File: config.mk
export PLATFORM = sky130hd
export DESIGN_NAME = alu_operand_sequencer
export DESIGN_NICKNAME = d
export VERILOG_FILES = /design/src/rtl/alu_operand_sequencer.sv
export SDC_FILE = /design/constraint.sdc
export NUM_CORES = 1
export LEC_CHECK = 0
export ABC_CLOCK_PERIOD_IN_PS = 2200
export CAP_MARGIN = 30
export CORE_UTILIZATION = 47
export CTS_CLUSTER_DIAMETER = 50
export DETAILED_ROUTE_END_ITERATION = 10
export GPL_TIMING_DRIVEN = 0
export PLACE_DENSITY_LB_ADDON = 0.2
export SLEW_MARGIN = 30
export SYNTH_ARGS = -nofsm -noshare
export SYNTH_HDL_FRONTEND = slang
export SYNTH_SLANG_ARGS = --single-unit
File: constraint.sdc
create_clock -name clk -period 2.2 [get_ports clk]
set_input_delay 0.44 -clock clk [delete_from_list [all_inputs] [get_ports clk]]
set_output_delay 0.44 -clock clk [all_outputs]
set_load 0.03 [all_outputs]
File: src/rtl/alu_operand_sequencer.sv
// Operand/opcode entry front-end for the board ALU: button synchronizer, debouncer,
// press-pulse generator and the load FSM that registers A, B, opcode and the result.
module alu_operand_sequencer #(
  parameter int N          = 4,
  parameter int DEB_CYCLES = 250000
) (
  input  logic         clk,
  input  logic         rst_n,
  input  logic [N-1:0] sw,
  input  logic [3:0]   op_sw,
  input  logic         btn,
  output logic [N-1:0] alu_a,
  output logic [N-1:0] alu_b,
  output logic [3:0]   alu_ctrl,
  input  logic [N-1:0] alu_y,
  output logic [N-1:0] result,
  output logic         zero,
  output logic         result_valid,
  output logic [1:0]   state
);

  localparam int CW = (DEB_CYCLES > 1) ? $clog2(DEB_CYCLES) : 1;
  localparam logic [CW-1:0] CNT_LAST = CW'(DEB_CYCLES - 1);

  typedef enum logic [2:0] {
    S_LOAD_A  = 3'd0,
    S_LOAD_B  = 3'd1,
    S_LOAD_OP = 3'd2,
    S_EXEC    = 3'd3,
    S_SHOW    = 3'd4
  } fsm_e;

  localparam logic [1:0] LED_LOAD_A  = 2'b00;
  localparam logic [1:0] LED_LOAD_B  = 2'b01;
  localparam logic [1:0] LED_LOAD_OP = 2'b10;
  localparam logic [1:0] LED_SHOW    = 2'b11;

  // ---------------------------------------------------------------------------
  // Button synchronizer and debouncer
  // ---------------------------------------------------------------------------
  logic          sync1_q, sync2_q;
  logic          btn_s;
  logic          deb_q, deb_d;
  logic [CW-1:0] cnt_q, cnt_d;
  logic          press_q, press_d;

  assign btn_s = sync2_q;

  always_comb begin
    // NOTE: every combinational output gets a default first, so no path leaves
    // a variable unassigned and no latch is inferred.
    cnt_d   = cnt_q;
    deb_d   = deb_q;
    press_d = 1'b0;
    if (btn_s == deb_q) begin
      cnt_d = '0;
    end else if (cnt_q == CNT_LAST) begin
      deb_d   = btn_s;
      cnt_d   = '0;
      press_d = btn_s;  // only a rising level change is a press
    end else begin
      cnt_d = cnt_q + CW'(1);
    end
  end

  always_ff @(posedge clk or negedge rst_n) begin
    if (!rst_n) begin
      sync1_q <= 1'b0;
      sync2_q <= 1'b0;
      deb_q   <= 1'b0;
      cnt_q   <= '0;
      press_q <= 1'b0;
    end else begin
      // NOTE: sequential state uses non-blocking assignments so every flop samples
      // pre-edge values; blocking here would collapse the two synchronizer stages.
      sync1_q <= btn;
      sync2_q <= sync1_q;
      deb_q   <= deb_d;
      cnt_q   <= cnt_d;
      press_q <= press_d;
    end
  end

  // ---------------------------------------------------------------------------
  // Load FSM with registered ALU operands, result and LED state code
  // ---------------------------------------------------------------------------
  fsm_e         state_q;
  logic [1:0]   state_led_q;
  logic [N-1:0] alu_a_q, alu_b_q, result_q;
  logic [3:0]   alu_ctrl_q;
  logic         zero_q, valid_q;

  always_ff @(posedge clk or negedge rst_n) begin
    if (!rst_n) begin
      state_q     <= S_LOAD_A;
      state_led_q <= LED_LOAD_A;
      alu_a_q     <= '0;
      alu_b_q     <= '0;
      alu_ctrl_q  <= '0;
      result_q    <= '0;
      zero_q      <= 1'b0;
      valid_q     <= 1'b0;
    end else begin
      unique case (state_q)
        S_LOAD_A: begin
          if (press_q) begin
            alu_a_q     <= sw;
            state_q     <= S_LOAD_B;
            state_led_q <= LED_LOAD_B;
          end
        end
        S_LOAD_B: begin
          if (press_q) begin
            alu_b_q     <= sw;
            state_q     <= S_LOAD_OP;
            state_led_q <= LED_LOAD_OP;
          end
        end
        S_LOAD_OP: begin
          if (press_q) begin
            alu_ctrl_q <= op_sw;
            state_q    <= S_EXEC;  // LEDs keep showing LOAD_OP during EXEC
          end
        end
        S_EXEC: begin
          // The ALU has had one full cycle with the new opcode; capture it now.
          result_q    <= alu_y;
          zero_q      <= (alu_y == '0);
          valid_q     <= 1'b1;
          state_q     <= S_SHOW;
          state_led_q <= LED_SHOW;
        end
        S_SHOW: begin
          if (press_q) begin
            valid_q     <= 1'b0;
            state_q     <= S_LOAD_A;
            state_led_q <= LED_LOAD_A;
          end
        end
        default: begin
          state_q     <= S_LOAD_A;
          state_led_q <= LED_LOAD_A;
        end
      endcase
    end
  end

  assign alu_a        = alu_a_q;
  assign alu_b        = alu_b_q;
  assign alu_ctrl     = alu_ctrl_q;
  assign result       = result_q;
  assign zero         = zero_q;
  assign result_valid = valid_q;
  assign state        = state_led_q;

endmodule

== Word level (Yosys, flattened, before mapping) ==
Cells that the tools add are included.
Operators by class
  add/sub/neg operators: 1
  equality and inequality tests: 10
  mux-type cells: 15
  bitwise operators: 2
  reduce and logical (&&, ||, !) cells: 10
Operators with widths (number)
  $mux W18: 2
  $add A18 B1 Y18 const B: 1
  $eq A18 B18 Y1 const B: 1
  $pmux W3 S5: 1
  $mux W3: 4
  $pmux W2 S5: 1
  $reduce_and A2 Y1: 5
  $ne A2 B2 Y1 const B: 4
  $reduce_and A4 Y1: 2
  $eq A3 B2 Y1 const B: 2
  $mux W2: 3
  $logic_not A4 Y1: 1
  $eq A3 B1 Y1 const B: 1
  $eq A3 B3 Y1 const B: 1
  $logic_not A3 Y1: 1
  $mux W1: 3
  $not A1 Y1: 2
  $pmux W1 S2: 1
  $reduce_bool A2 Y1: 1
  $eq A1 B1 Y1: 1
Storage, ports and cells
  register bits after elaboration: 45
  bits of input ports: 15

== Depth between registers and ports, before layout ==
Gate-level depths: netlist of the first run.
  word-level depth: 3
  mapped depth: 5
  mapped depth without buffers: 5

== Least setup slack after synthesis of the first run ==
OpenSTA, ideal clock, no wires.
  path type: register to register
  start point: register cnt_q[13]
  end point: register deb_q
  library setup time: 0.125 ns
  data arrival time: 1.915 ns
  slack: 0.160 ns
  stages on the path, launching flop included: 5
  path buffers: 0
  clock period less this slack: 2.040 ns
  cell sequence: dfrtp_1 or4b_1 or4_4 nor2_1 mux2_2
Between the ends
  word-level cells in the longest chain between the ends: 2
Ends and longest elaborated chain
  from (decl): line 44  | logic [CW-1:0] cnt_q, cnt_d;
  from (signal assigned): line 79  | cnt_q <= cnt_d;
  $eq A18 B18 Y1: line 57  | end else if (cnt_q == CNT_LAST) begin
  $reduce_and A2 Y1 (no source line)
  to (signal assigned): line 70  | deb_q <= 1'b0;
  to (signal assigned): line 78  | deb_q <= deb_d;
  to (decl): line 43  | logic deb_q, deb_d;
Every way passes these cells.
A chain may end at the register's enable or synchronous reset.

== Worst setup path after layout of the first run ==
  start point: register cnt_q[13]
  end point: register cnt_q[12]
Between the ends
  word-level cells in the longest chain between the ends: 3
Ends and longest elaborated chain
  $eq A18 B18 Y1: line 57
  $mux W18: line 57
  $mux W18: line 55  | if (btn_s == deb_q) begin
  via cnt_d[12]: line 44
The timed path passes the listed nets, and every way through them passes these cells.

==> impl_table.tex, run 1 <==
\begin{tabular}{lr}
\hline
Metric & Value \\
\hline
\multicolumn{2}{l}{\textbf{Outcome}} \\
Status & finished clean \\
\multicolumn{2}{l}{\textbf{Setup path}} \\
Type of element launching the critical path & flip-flop \\
Worst Path Arrival & 2.33 ns \\
Critical path start-end classification & flip-flop to flip-flop \\
Data required time of the critical path & 2.38 ns \\
Register-to-register setup slack & 0.05 ns \\
Startpoint of the most critical register-to-register path & cnt\_q[13]\$\_DFF\_PN0\_ \\
Worst R2R End & cnt\_q[12]\$\_DFF\_PN0\_ \\
Cell depth of the worst flop-to-flop path & 5 \\
Type of element capturing the critical path & flip-flop \\
Largest fanout on the critical path & 10 \\
\multicolumn{2}{l}{\textbf{Global routing}} \\
Global-route usage over all layers & 0.185 \\
Sum of overflow across all layers after global routing & 0 \\
Number of global-route vias before repair & 1398 \\
Largest net degree at the start of global routing & 30 \\
Global-route wire length before repair & 6.07 mm \\
Antenna violations before repair & 0 \\
\multicolumn{2}{l}{\textbf{Place}} \\
Detailed-placement wirelength estimate & 2.78 mm \\
Weighted congestion at the end of routability-driven global placement & 0.805 \\
Worst setup slack after placement & 0.0220 ns \\
Cell count after placement & 255 \\
IO buf count & 34 \\
Post-Place Cell Area & 2390 µm² \\
\multicolumn{2}{l}{\textbf{Power and ir drop}} \\
Power density normalized to cell area & 564 nW/µm² \\
Largest vdd supply drop & 0.301 mV \\
Static leakage & 1.07 nW \\
\multicolumn{2}{l}{\textbf{Detailed routing}} \\
Via density & 5.51 \\
Post-detailed-route count of antenna-violating nets & 0 \\
Count of TritonRoute iterations in the first routing pass & 4 \\
Detailed-route via count & 1459 \\
DRC Markers & 0 \\
Starting DRC count in detailed routing & 30 \\
Routed wire length & 3.70 mm \\
Post-detailed-route wirelength per cell & 13.9 µm \\
\multicolumn{2}{l}{\textbf{Clock network}} \\
CTS tree & yes \\
Insertion delay of the later-clocked pin in the worst-skew pair & 0.29 ns \\
Maximum buffer depth of the clock tree & 2 \\
Number of clock buffers inserted by TritonCTS & 5 \\
H-tree depth & 2 \\
Clock transition at the registers of the reported paths & 0.08 ns \\
\# clock sinks & 45 \\
Root buf cell & clkbuf\_8 \\
Total of hold buffers inserted after clock tree synthesis & 0 \\
\multicolumn{2}{l}{\textbf{Cells and area}} \\
Antenna diode instance count & 0 \\
Post-route design area & 2490 µm² \\
Most common library cell in the layout ignoring fill and taps & dfrtp\_1 \\
Number of nets at the end of the flow & 230 \\
Fill cell total of the finished layout & 327 \\
Area growth from synthesis to final layout & 26.1\% \\
Multi-input gate area & 825 µm² \\
Cell Count, Final, Fillers Out & 265 \\
Commonest non-fill, non-tap cells in the layout & dfrtp\_1, clkdlybuf4s50\_1, nor2\_1, mux2\_2, nand3\_1 \\
Ratio of cells with drive above 1 in the final layout & 0.144 \\
FF+latch area & 1130 µm² \\
\multicolumn{2}{l}{\textbf{Floorplan}} \\
Die area & 4470 µm² \\
Effective utilization at floorplan & 0.491 \\
Die extent in y & 66.9 µm \\
Std-Cell Core Area & 4030 µm² \\
Total I/O pin count & 35 \\
Row Count & 23 \\
Width of the die & 66.9 µm \\
\multicolumn{2}{l}{\textbf{Logic synthesis}} \\
Synthesized area per cell & 11.6 µm² \\
Proportion of synthesized chip area in sequential cells & 0.570 \\
Syn Std Cell Area & 1980 µm² \\
Synthesized Nets & 186 \\
Number of distinct library cells after synthesis & 33 \\
Count of yosys warnings during synthesis & 0 \\
Cell count after synthesis & 170 \\
Seq cells post-synth & 45 \\
Most common flop cell mapped by yosys & dfrtp\_1 \\
Async set or reset register ratio after synthesis & 1.00 \\
EDFF count, synth & 0 \\
\multicolumn{2}{l}{\textbf{Timing}} \\
Hold violation total from the final report & 0 \\
Highest clock frequency the design can meet & 465 MHz \\
Max transition margin & 0.551 \\
Pins over their slew limit & 0 \\
Hold Worst Slack & 0.0709 ns \\
Fin Clk Skew & 0.00833 ns \\
Final worst-path cycle share & 0.978 \\
Final-report setup violation count & 0 \\
Transition time of the tightest slew-check pin & 0.672 ns \\
Smallest setup slack after layout & 0.0474 ns \\
Post-layout min period & 2.15 ns \\
\multicolumn{2}{l}{\textbf{Hold path}} \\
Path type of the worst min-delay path & primary input to async pin \\
\multicolumn{2}{l}{\textbf{Run}} \\
Number of max-cap violations & 0 \\
\hline
\end{tabular}
critical path, stage by stage, from the launching register on:
cell	delay, ns
dfrtp_1	0.44
or4b_1	0.53
or4_4	0.55
o21ai_4	0.28
buf_6	0.19
nor2_1	0.06
flip-flops by register name, summed over array words and instances (netlist names):
| register | count |
|---|---|
| cnt_q | 18 |
| alu_a | 4 |
| alu_b | 4 |
| alu_ctrl | 4 |
| result | 4 |
| state_q | 3 |
| state | 2 |
| btn_s | 1 |
| deb_q | 1 |
| press_q | 1 |
| result_valid | 1 |
| sync1_q | 1 |
| zero | 1 |
Yosys cell counts (2+ instances only):
| master | instances | share of area |
|---|---|---|
| o31ai_1 | 2 | 0.0076 |
| or4_1 | 3 | 0.011 |
| nand4_1 | 7 | 0.022 |
| nand3_1 | 9 | 0.023 |
| mux2i_1 | 2 | 0.010 |
| dfrtp_1 | 45 | 0.57 |
| o21ai_0 | 3 | 0.0076 |
| nor3b_1 | 2 | 0.0076 |
| xor2_1 | 8 | 0.035 |
| nand2_1 | 7 | 0.013 |
| inv_1 | 2 | 0.0038 |
| and4_1 | 4 | 0.018 |
| nor3_1 | 3 | 0.0076 |
| xnor2_1 | 7 | 0.031 |
| clkbuf_1 | 2 | 0.0038 |
| nor2b_1 | 2 | 0.0063 |
| nor2_1 | 27 | 0.051 |
| a21oi_1 | 4 | 0.010 |
| mux2_2 | 17 | 0.097 |
final cells by class:
class | instances | area share
flip-flops and latches | 45 | 0.452
multi-input cells | 120 | 0.331
repair buffers | 37 | 0.149
clock buffers | 6 | 0.0291
well taps | 50 | 0.0251
plain buffers | 3 | 0.00753
clock inverters | 2 | 0.00402
inverters | 2 | 0.00301
per-layer routing:
layer | up-vias | wire length, µm | track usage
met3 | 5 | 112 | 0.0514
met2 | 25 | 1960 | 0.332
met4 | 0 | 24 | 0.0505
met1 | 737 | 1600 | 0.215
li1 | 692 | - | -
met5 | - | 0 | 0
how the worst max path moves through the flow:
stage,endpoint,slack (ns),from
2_1_floorplan,deb_q$_DFFE_PN0P_,0.16,cnt_q[13]$_DFF_PN0_
3_3_place_gp,sync1_q$_DFF_PN0_,-0.43,rst_n
3_5_place_dp,cnt_q[14]$_DFF_PN0_,0.02,cnt_q[13]$_DFF_PN0_
4_1_cts,cnt_q[8]$_DFF_PN0_,0.01,cnt_q[13]$_DFF_PN0_
5_1_grt,cnt_q[11]$_DFF_PN0_,-0.001,cnt_q[13]$_DFF_PN0_
6_report,cnt_q[12]$_DFF_PN0_,0.05,cnt_q[13]$_DFF_PN0_
metrics by stage:
| stage | util | setup TNS (ns) | power, W |
|---|---|---|---|
| 2_1_floorplan | - | 0 | 0.000886 |
| 3_3_place_gp | 0.591 | -19.17 | 0.000938 |
| 3_5_place_dp | 0.594 | 0 | 0.000946 |
| 4_1_cts | 0.615 | 0 | 0.00142 |
| 5_1_grt | 0.619 | -0.00149 | 0.00146 |
| 6_report | 0.619 | 0 | 0.00140 |
report_power, final:
group	total (W)	switching (W)	internal (W)
registers	0.000845	0.00000852	0.000836
clock network	0.000474	0.000254	0.000220
logic	0.0000858	0.0000429	0.0000429
total	0.00140	0.000305	0.00110
cell families after synthesis:
family          after synthesis  synth area share
simple gates                 72             0.192
flops                        45             0.570
mux                          19             0.107
xor+xnor                     15            0.0665
compound gates               13            0.0449
buf+inv                       5            0.0133
fa+ha+maj                     1           0.00633
timing repair:
action,4_1_cts,5_1_grt
endpoints found under the hold margin,0,0
buffers inserted,0,2
resized for setup,0,0
setup endpoints to repair,0,10
Power figures use the tool's default switching activity.
==> inputs of run 2 (changes only) <==
--- a/config.mk
+++ b/config.mk
@@ -7,7 +7,8 @@
 export LEC_CHECK = 0
 export ABC_CLOCK_PERIOD_IN_PS = 2200
 export CAP_MARGIN = 30
-export CORE_UTILIZATION = 47
+export CORE_UTILIZATION = 49
+export CTS_BUF_LIST = sky130_fd_sc_hd__clkbuf_8
 export CTS_CLUSTER_DIAMETER = 50
 export DETAILED_ROUTE_END_ITERATION = 10
 export GPL_TIMING_DRIVEN = 0
==> run 2 against run 1 <==
  * Worst setup slack better by 0.031 ns
  * Sequential power is essentially flat
  * Utilization increased by 5.3 points
  * Global-route usage increased by 1.4 points
  * Cell area grew 1.6%
  * Die area decreased by 4.0%
  * Non-clock buffer count stayed put
  * Combinational power about the same
  * Critical path type unchanged
  * Critical endpoint is now deb_q$_DFFE_PN0P_
==> impl_table.tex, run 2 (synthesis gave the netlist of run 1 again) <==
\begin{tabular}{lr}
\hline
Metric & Value \\
\hline
\multicolumn{2}{l}{\textbf{Clock network}} \\
Root buf cell & clkbuf\_8 \\
\# clock sinks & 45 \\
CTS tree & yes \\
Total of hold buffers inserted after clock tree synthesis & 0 \\
H-tree depth & 2 \\
Insertion delay of the later-clocked pin in the worst-skew pair & 0.29 ns \\
Number of clock buffers inserted by TritonCTS & 5 \\
Maximum buffer depth of the clock tree & 2 \\
Clock transition at the registers of the reported paths & 0.08 ns \\
\multicolumn{2}{l}{\textbf{Detailed routing}} \\
Post-detailed-route wirelength per cell & 14.0 µm \\
DRC Markers & 0 \\
Routed wire length & 3.68 mm \\
Count of TritonRoute iterations in the first routing pass & 4 \\
Detailed-route via count & 1420 \\
Post-detailed-route count of antenna-violating nets & 0 \\
Via density & 5.40 \\
Starting DRC count in detailed routing & 49 \\
\multicolumn{2}{l}{\textbf{Power and ir drop}} \\
Power density normalized to cell area & 616 nW/µm² \\
Static leakage & 1.09 nW \\
Largest vdd supply drop & 0.441 mV \\
\multicolumn{2}{l}{\textbf{Floorplan}} \\
Total I/O pin count & 35 \\
Row Count & 22 \\
Die area & 4290 µm² \\
Width of the die & 65.5 µm \\
Die extent in y & 65.5 µm \\
Std-Cell Core Area & 3770 µm² \\
Effective utilization at floorplan & 0.524 \\
\multicolumn{2}{l}{\textbf{Timing}} \\
Post-layout min period & 2.12 ns \\
Final worst-path cycle share & 0.964 \\
Highest clock frequency the design can meet & 471 MHz \\
Hold violation total from the final report & 0 \\
Final-report setup violation count & 0 \\
Fin Clk Skew & 0.00552 ns \\
Final setup TNS & 0 ns \\
Max transition margin & 0.540 \\
Smallest setup slack after layout & 0.0787 ns \\
Unrepaired setup endpoints after global routing & no \\
Transition time of the tightest slew-check pin & 0.689 ns \\
Pins over their slew limit & 0 \\
\multicolumn{2}{l}{\textbf{Cells and area}} \\
Most common library cell in the layout ignoring fill and taps & dfrtp\_1 \\
Most flop-heavy register & cnt\_q \\
Antenna diode instance count & 0 \\
Number of nets at the end of the flow & 230 \\
Post-route design area & 2530 µm² \\
Commonest non-fill, non-tap cells in the layout & dfrtp\_1, clkdlybuf4s50\_1, nor2\_1, mux2\_2, nand3\_1 \\
Fill cell total of the finished layout & 295 \\
Number of flip-flops in the largest register & 18 \\
Final Core Density & 0.671 \\
Area growth from synthesis to final layout & 28.0\% \\
Ratio of cells with drive above 1 in the final layout & 0.144 \\
\multicolumn{2}{l}{\textbf{Global routing}} \\
Global-route wire length before repair & 6.45 mm \\
Sum of overflow across all layers after global routing & 0 \\
Antenna violations before repair & 0 \\
Global-route usage over all layers & 0.200 \\
Number of global-route vias before repair & 1454 \\
Largest net degree at the start of global routing & 26 \\
\multicolumn{2}{l}{\textbf{Place}} \\
Weighted congestion at the end of routability-driven global placement & 0.881 \\
Post-Place Cell Area & 2400 µm² \\
Detailed-placement wirelength estimate & 2.73 mm \\
IO buf count & 34 \\
Worst setup slack after placement & 0.0376 ns \\
\multicolumn{2}{l}{\textbf{Setup path}} \\
Worst Path Arrival & 2.31 ns \\
Data required time of the critical path & 2.39 ns \\
Type of element launching the critical path & flip-flop \\
Critical path start-end classification & flip-flop to flip-flop \\
Largest fanout on the critical path & 6 \\
Type of element capturing the critical path & flip-flop \\
\multicolumn{2}{l}{\textbf{Hold path}} \\
Path type of the worst min-delay path & primary input to async pin \\
\multicolumn{2}{l}{\textbf{Outcome}} \\
Status & finished clean \\
\multicolumn{2}{l}{\textbf{Run}} \\
Number of max-cap violations & 0 \\
\hline
\end{tabular}
[run 2: cell types whose count changed in the layout (fill, tap and decap cells not counted), sizes merged]
cell,delta
clkinv,-2
bufinv,+1
inv,+1
[run 2: layer usage]
metal	part of all wire	track usage	routed length (µm)
met1	0.45	0.246	1650
met2	0.52	0.344	1910
met3	0.022	0.0573	81
met4	0.011	0.0489	40
met5	0	0	0
[run 2: stage by stage]
step	power [W]	cells	hold slack, ns
floorplan	0.000886	170	0.144
global route	0.00163	263	0.130
CTS	0.00158	261	0.113
finish	0.00156	263	0.104
global placement	0.000938	252	0.340
detailed placement	0.000947	253	0.339
[run 2: path summary, 6_finish.rpt]
path	cells after the start	slack (ns)	to	startpoint
min in group clk	0	0.35	btn_s$_DFF_PN0_	sync1_q$_DFF_PN0_
worst max-delay path	4	0.08	deb_q$_DFFE_PN0P_	cnt_q[13]$_DFF_PN0_
max in group asynchronous	2	1.61	cnt_q[1]$_DFF_PN0_	rst_n
worst min register to register	0	0.35	btn_s$_DFF_PN0_	sync1_q$_DFF_PN0_
worst min-delay path	1	0.10	state[0]$_DFFE_PN0P_	rst_n
worst max register to register	4	0.08	deb_q$_DFFE_PN0P_	cnt_q[13]$_DFF_PN0_
[run 2: repair_timing]
action | 4_1_cts | 5_1_grt
resized for setup | 0 | 0
setup buffers | 0 | 2
endpoints found under the setup margin | 0 | 10
[run 2: final cells by class]
cell class,instances,area (µm²),area share
multi-input cells,120,825,0.326
clock buffers,6,82.6,0.0326
flip-flops and latches,45,1130,0.445
repair buffers,37,378,0.149
inverters,2,7.51,0.00297
well taps,48,60.1,0.0237
clock inverters,2,33.8,0.0133
plain buffers,3,18.8,0.00741
[run 2: worst max-delay path: stages (launching register included)]
cell and delay (ns):
dfrtp_1 0.45, or4b_1 0.54, or4_4 0.55, nor2_1 0.14
mux2_2 0.34
[run 2: power by group]
group,switching (W),internal (W)
Sequential,0.00000862,0.000836
Clock,0.000263,0.000365
Combinational,0.0000417,0.0000443
Total,0.000313,0.00125
